$ cat config.mk
export PLATFORM = sky130hd
export DESIGN_NAME = xrs2
export DESIGN_NICKNAME = d
export VERILOG_FILES = /design/src/rtl/xrs2_pkg.sv /design/src/rtl/xrs2_bank.sv /design/src/rtl/xrs2.sv
export SDC_FILE = /design/constraint.sdc
export NUM_CORES = 2
export LEC_CHECK = 0
export CORE_MARGIN = 10
export CORE_UTILIZATION = 45
export CTS_BUF_LIST = sky130_fd_sc_hd__clkbuf_8
export CTS_CLUSTER_SIZE = 24
export DETAILED_ROUTE_END_ITERATION = 10
export PLACE_DENSITY_LB_ADDON = 0.1
export SYNTH_ARGS = -nofsm -noshare
export SYNTH_HDL_FRONTEND = slang
export SYNTH_SLANG_ARGS = --single-unit
$ cat constraint.sdc
create_clock -name clk_i -period 5.85 [get_ports clk_i]
set_clock_uncertainty 0.05 [all_clocks]
set_input_delay 1.755 -clock clk_i [delete_from_list [all_inputs] [get_ports clk_i]]
set_output_delay 1.755 -clock clk_i [all_outputs]
set_load 0.02 [all_outputs]
$ cat src/rtl/xrs2_pkg.sv
// Shared definitions for the xrs2 register file: write/extension codes,
// sequencer state encoding and the write-data extension function.
package xrs2_pkg;

  localparam logic [2:0] XRS2_RWE_NONE = 3'd0;
  localparam logic [2:0] XRS2_RWE_S8   = 3'd1;
  localparam logic [2:0] XRS2_RWE_S16  = 3'd2;
  localparam logic [2:0] XRS2_RWE_S32  = 3'd3;
  localparam logic [2:0] XRS2_RWE_S64  = 3'd4;
  localparam logic [2:0] XRS2_RWE_U8   = 3'd5;
  localparam logic [2:0] XRS2_RWE_U16  = 3'd6;
  localparam logic [2:0] XRS2_RWE_U32  = 3'd7;

  localparam int XRS2_XLEN_MAX = 64;

  typedef enum logic {
    XRS2_CLEAR = 1'b0,
    XRS2_RUN   = 1'b1
  } xrs2_state_e;

  // Result is computed at the widest XLEN; a 32-bit instance keeps the low
  // half, which makes S32/U32/S64 all pass rdat_i through unchanged.
  function automatic logic [XRS2_XLEN_MAX-1:0] extend(
    input logic [2:0]               code,
    input logic [XRS2_XLEN_MAX-1:0] data
  );
    logic [XRS2_XLEN_MAX-1:0] res;
    res = '0;
    case (code)
      XRS2_RWE_S8:  res = {{56{data[7]}},  data[7:0]};
      XRS2_RWE_S16: res = {{48{data[15]}}, data[15:0]};
      XRS2_RWE_S32: res = {{32{data[31]}}, data[31:0]};
      XRS2_RWE_S64: res = data;
      XRS2_RWE_U8:  res = {56'd0, data[7:0]};
      XRS2_RWE_U16: res = {48'd0, data[15:0]};
      XRS2_RWE_U32: res = {32'd0, data[31:0]};
      default:      res = '0;
    endcase
    return res;
  endfunction

endpackage

$ cat src/rtl/xrs2_bank.sv
// One NREG x XLEN block-RAM bank: single write port, registered read-first
// read port, no reset (contents are initialised by the top-level clear).
module xrs2_bank #(
  parameter int XLEN = 64,
  parameter int NREG = 32,
  parameter int AW   = 5
) (
  input  logic            clk_i,
  input  logic            we,
  input  logic [AW-1:0]   waddr,
  input  logic [XLEN-1:0] wdata,
  input  logic [AW-1:0]   raddr,
  output logic [XLEN-1:0] rdata
);

  logic [XLEN-1:0] mem [NREG];

  always_ff @(posedge clk_i) begin
    if (we) begin
      mem[waddr] <= wdata;
    end
    rdata <= mem[raddr];
  end

endmodule

$ cat src/rtl/xrs2.sv
// Integer register file: NRP registered read ports, one extending write port,
// optional hardwired r0, write-first bypass and a post-reset clear sequencer.
module xrs2
  import xrs2_pkg::*;
#(
  parameter int XLEN     = 64,
  parameter int NREG     = 32,
  parameter int NRP      = 2,
  parameter int ZERO_REG = 1,
  parameter int BYPASS   = 1,
  localparam int AW      = $clog2(NREG)
) (
  input  logic                clk_i,
  input  logic                rst_i,
  input  logic [AW-1:0]       rd_i,
  input  logic [XLEN-1:0]     rdat_i,
  input  logic [2:0]          rwe_i,
  input  logic [NRP*AW-1:0]   ra_i,
  output logic [NRP*XLEN-1:0] rdat_o,
  output logic                busy_o
);

  localparam logic [AW-1:0] LAST_ADDR = AW'(NREG - 1);

  xrs2_state_e      state_reg;
  logic [AW-1:0]    cnt_reg;
  logic             busy_reg;
  logic [XLEN-1:0]  byp_data_reg;

  logic                     clearing;
  logic                     ext_we;
  logic                     wr_en;
  logic [AW-1:0]            wr_addr;
  logic [XLEN-1:0]          wr_data;
  logic [XRS2_XLEN_MAX-1:0] rdat_wide;
  logic [XRS2_XLEN_MAX-1:0] ext_wide;

  always_ff @(posedge clk_i or posedge rst_i) begin
    if (rst_i) begin
      state_reg <= XRS2_CLEAR;
      cnt_reg   <= '0;
      busy_reg  <= 1'b1;
    end else begin
      case (state_reg)
        XRS2_CLEAR: begin
          cnt_reg <= cnt_reg + AW'(1);
          if (cnt_reg == LAST_ADDR) begin
            state_reg <= XRS2_RUN;
            busy_reg  <= 1'b0;
          end
        end
        XRS2_RUN: ;
        default: state_reg <= XRS2_CLEAR;
      endcase
    end
  end

  always_comb begin
    rdat_wide             = '0;
    rdat_wide[XLEN-1:0]   = rdat_i;
    ext_wide              = extend(rwe_i, rdat_wide);
    clearing              = (state_reg == XRS2_CLEAR);
    ext_we                = !clearing && (rwe_i != XRS2_RWE_NONE) &&
                            !((ZERO_REG != 0) && (rd_i == '0));
    wr_en                 = clearing || ext_we;
    wr_addr               = clearing ? cnt_reg : rd_i;
    wr_data               = clearing ? '0 : ext_wide[XLEN-1:0];
  end

  always_ff @(posedge clk_i or posedge rst_i) begin
    if (rst_i) begin
      byp_data_reg <= '0;
    end else begin
      byp_data_reg <= wr_data;
    end
  end

  genvar gi;
  generate
    for (gi = 0; gi < NRP; gi++) begin : g_port
      logic [AW-1:0]   ra;
      logic [AW-1:0]   ra_reg;
      logic            byp_reg;
      logic [XLEN-1:0] bank_q;

      assign ra = ra_i[gi*AW +: AW];

      xrs2_bank #(
        .XLEN (XLEN),
        .NREG (NREG),
        .AW   (AW)
      ) u_bank (
        .clk_i (clk_i),
        .we    (wr_en),
        .waddr (wr_addr),
        .wdata (wr_data),
        .raddr (ra),
        .rdata (bank_q)
      );

      // Clear writes always bypass: the final clear edge may sample the
      // register being zeroed, whose RAM contents are still undefined.
      always_ff @(posedge clk_i or posedge rst_i) begin
        if (rst_i) begin
          ra_reg  <= '0;
          byp_reg <= 1'b0;
        end else begin
          ra_reg  <= ra;
          byp_reg <= wr_en && (clearing || (BYPASS != 0)) && (wr_addr == ra);
        end
      end

      assign rdat_o[gi*XLEN +: XLEN] =
        (busy_reg || ((ZERO_REG != 0) && (ra_reg == '0))) ? '0 :
        byp_reg ? byp_data_reg : bank_q;
    end
  endgenerate

  assign busy_o = busy_reg;

endmodule

==> results.toml <==
[status]
status = "completed"

[grt]
grt_pass1_wl_mm = 487
grt_pass1_vias = 60500
antenna_found_initial = 11
grt_usage = 0.291
grt_overflow = 0
grt_max_degree = 103

[worst_setup_path]
critical_path_class = "reg -> out"
cp_slowest_stage_delay_ns = 0.94
r2r_cells = 5
r2r_setup_slack_ns = 2.36
path_cells = "buf_12 -> mux2i_1 -> nor2_1 -> clkdlybuf4s50_1"
required_ns = 4.05
reg2reg_to = "g_port[1].u_bank.mem[21][25]$_DFFE_PP_"
r2r-start = "state_reg$_DFF_PP0_"
slowest_stage = "dfrtp_4"
arrival_ns = 3.75
end_kind = "output port"
start_kind = "flop"
cp_max_fo = 21

[clocking]
cts_setup_buffers = 0
cts_tree = "built"
clk_pin_slew_worst_paths_ns = 0.06
cts_max_path_buffers = 4
ctsResizeCount = 0
cts_made_buffers = 389
cts_sinks = 2259
clk_latency_ns = 1.12
ctsHoldBuffers = 0
htree_levels = 5
cts_root_buf = "clkbuf_8"

[worst_hold_path]
hold_depth = 1
hp-start = "cnt_reg[3]$_DFFE_PP0N_"
min_to = "cnt_reg[3]$_DFFE_PP0N_"
hold_class = "reg -> reg"

[yosys]
synth_xor_area_frac = 0.00115
syn_inst = 5058
synth_mux_area_frac = 0.245
yosysSeqAreaShare = 0.667
synthesis.area_mm2 = 0.0991
yosysWarningCount = 0
synth_edf_count = 2048
synthArstFlopShare = 0.0367
synthAdderAreaFrac = 0.000252
synth_ff_type = "edfxtp_1"
synth_seq_cells = 2259
avgSynthCellArea_um2 = 19.6
synth_top_family_by_area = "multiplexers"
synthesis.nets = 5144
synth_simple_gate_area_share = 0.0252
synth_cell_type_count = 47
synth_compound_area_frac = 0.0407

[route]
routed_via_density = 6.78
vias = 59300
drc_errors = 0
drt_iter0_markers = 7583
wl_per_cell_um = 40.4
wl_mm = 353
first_pass_iters = 5
final_antenna_net_count = 0

[power]
p_switching_mw = 8.83
finalPower_mw = 35.7
switching_share = 0.248
power.density_mw_per_mm2 = 312
p_seq_frac = 0.508
p_clk_frac = 0.399
combPwrFrac = 0.093
ir_worst_vdd_mv = 0.249
leakage_nw = 40.0
p_int_mw = 26.8

[layout]
final_util = 0.521
largest_register_ffs = 2048
final_cell_area_mm2 = 0.114
nNetsFinal = 5648
final_layout_size_suffix_gt1_frac = 0.326
area_growth_pct = 15.4
final_cells = 8746

[sta]
drv_slew = 0
period_share = 0.950
finalHoldViolCount = 0
max_slew_margin = 0.191
fin_setup_tns_ns = 0
rsz0062_at_grt = "false"
setup_viol_count_final = 0
worst_slew_pin_slew_ns = 1.21
min_period_ns = 5.56
holdWs_ns = 0.455
clock.fmax_mhz = 180
setup_slack_ns = 0.292

[floorplanning]
coreArea_mm2 = 0.219
dieHeight_um = 489
die_x_um = 489
dieArea_mm2 = 0.239
rows = 172
ios = 213
start_util = 0.452

[placement]
place_inst = 8042
placed_area_mm2 = 0.107
io_buffers = 212
place_congestion = 0.834
dp_slack_ns = 0.851
place_hpwl_mm = 206

[run]
drv_cap = 0
## cells in the mapped netlist (85+ instances only)
master,number,area (um2)
edfxtp_1,2048,61500
mux4_2,936,21100
o22ai_1,373,2330
mux2i_1,303,3030
nor2_1,174,653
a22oi_1,153,1150
buf_2,134,671
dfxtp_1,128,2560
clkbuf_1,122,458
nor4_1,91,569
nand2_1,90,338
buf_4,85,638
## cell usage in the layout (no fill, tap or decap), drive strengths merged, types with 2 or more instances in the layout
master,synthesis,routed
a211oi,9,9
a21o,3,3
a21oi,62,62
a221oi,6,6
a22o,3,3
a22oi,153,153
and2,18,18
and3,3,3
buf,268,302
bufinv,0,14
clkbuf,127,455
clkdlybuf4s50,0,205
clkinv,0,91
clkinvlp,0,3
dfrtp,82,82
dfxtp,128,128
diode,0,5
edfxtp,2048,2048
ha,2,2
inv,6,143
mux2,13,13
mux2i,303,303
mux4,936,936
nand2,90,90
nand2b,12,12
nand3,45,45
nand3b,3,3
nand4,38,38
nor2,175,175
nor2b,17,17
nor3,4,4
nor4,91,91
o21bai,2,2
o221ai,4,4
o22ai,373,373
or2,5,5
or3,6,6
or4,3,3
xnor2,7,7
xor2,6,6
## cell type report
cell class,instances,area [um2]
clock buffer,454,6250
clock inverter,245,1380
sequential,2259,66100
inverter,6,27.5
multi-input combinational,2398,31600
timing repair buffer,508,5380
fill,17600,105000
tap,2871,3590
antenna,5,12.5
## routing by layer
| metal | vias up | track usage | routed length (um) |
|---|---|---|---|
| met5 | - | 0 | 0 |
| met2 | 3522 | 0.469 | 169000 |
| met3 | 783 | 0.0544 | 30400 |
| met1 | 32100 | 0.394 | 138000 |
| met4 | 0 | 0.116 | 16300 |
| li1 | 22900 | - | - |
## kinds of logic after synthesis
kind of cell	after synthesis
compound gates	618
xor+xnor	13
mux	1252
simple gates	513
flops	2259
fa+ha+maj	2
buf+inv	401
## power by group through the flow
stage               Combinational [mW]  Clock, mW  Sequential [mW]
floorplan                         1.83          0             18.4
global placement                  3.31          0             18.4
detailed placement                3.32          0             18.4
CTS                               3.33       14.4             18.1
global route                      3.47       15.2             18.1
finish                            3.32       14.2             18.1
## critical path, delay by kind of cell, from the launching register on
kind	cells	cell delay, ns
flip-flops	1	0.94
buffers and inverters	2	0.91
multiplexers	1	0.68
AND/OR/NAND/NOR	1	0.08
## worst max path at each step
stage,start,end,depth (start not counted)
2_1_floorplan,rwe_i[1],g_port[1].u_bank.mem[7][0]$_DFFE_PP_,6
3_3_place_gp,rwe_i[1],g_port[1].u_bank.mem[19][8]$_DFFE_PP_,6
3_5_place_dp,rwe_i[1],g_port[1].u_bank.mem[19][26]$_DFFE_PP_,6
4_1_cts,g_port[0].byp_reg$_DFF_PP0_,rdat_o[56],4
5_1_grt,g_port[0].byp_reg$_DFF_PP0_,rdat_o[56],4
6_report,g_port[0].byp_reg$_DFF_PP0_,rdat_o[31],4
(Power assumes the default switching activity.)
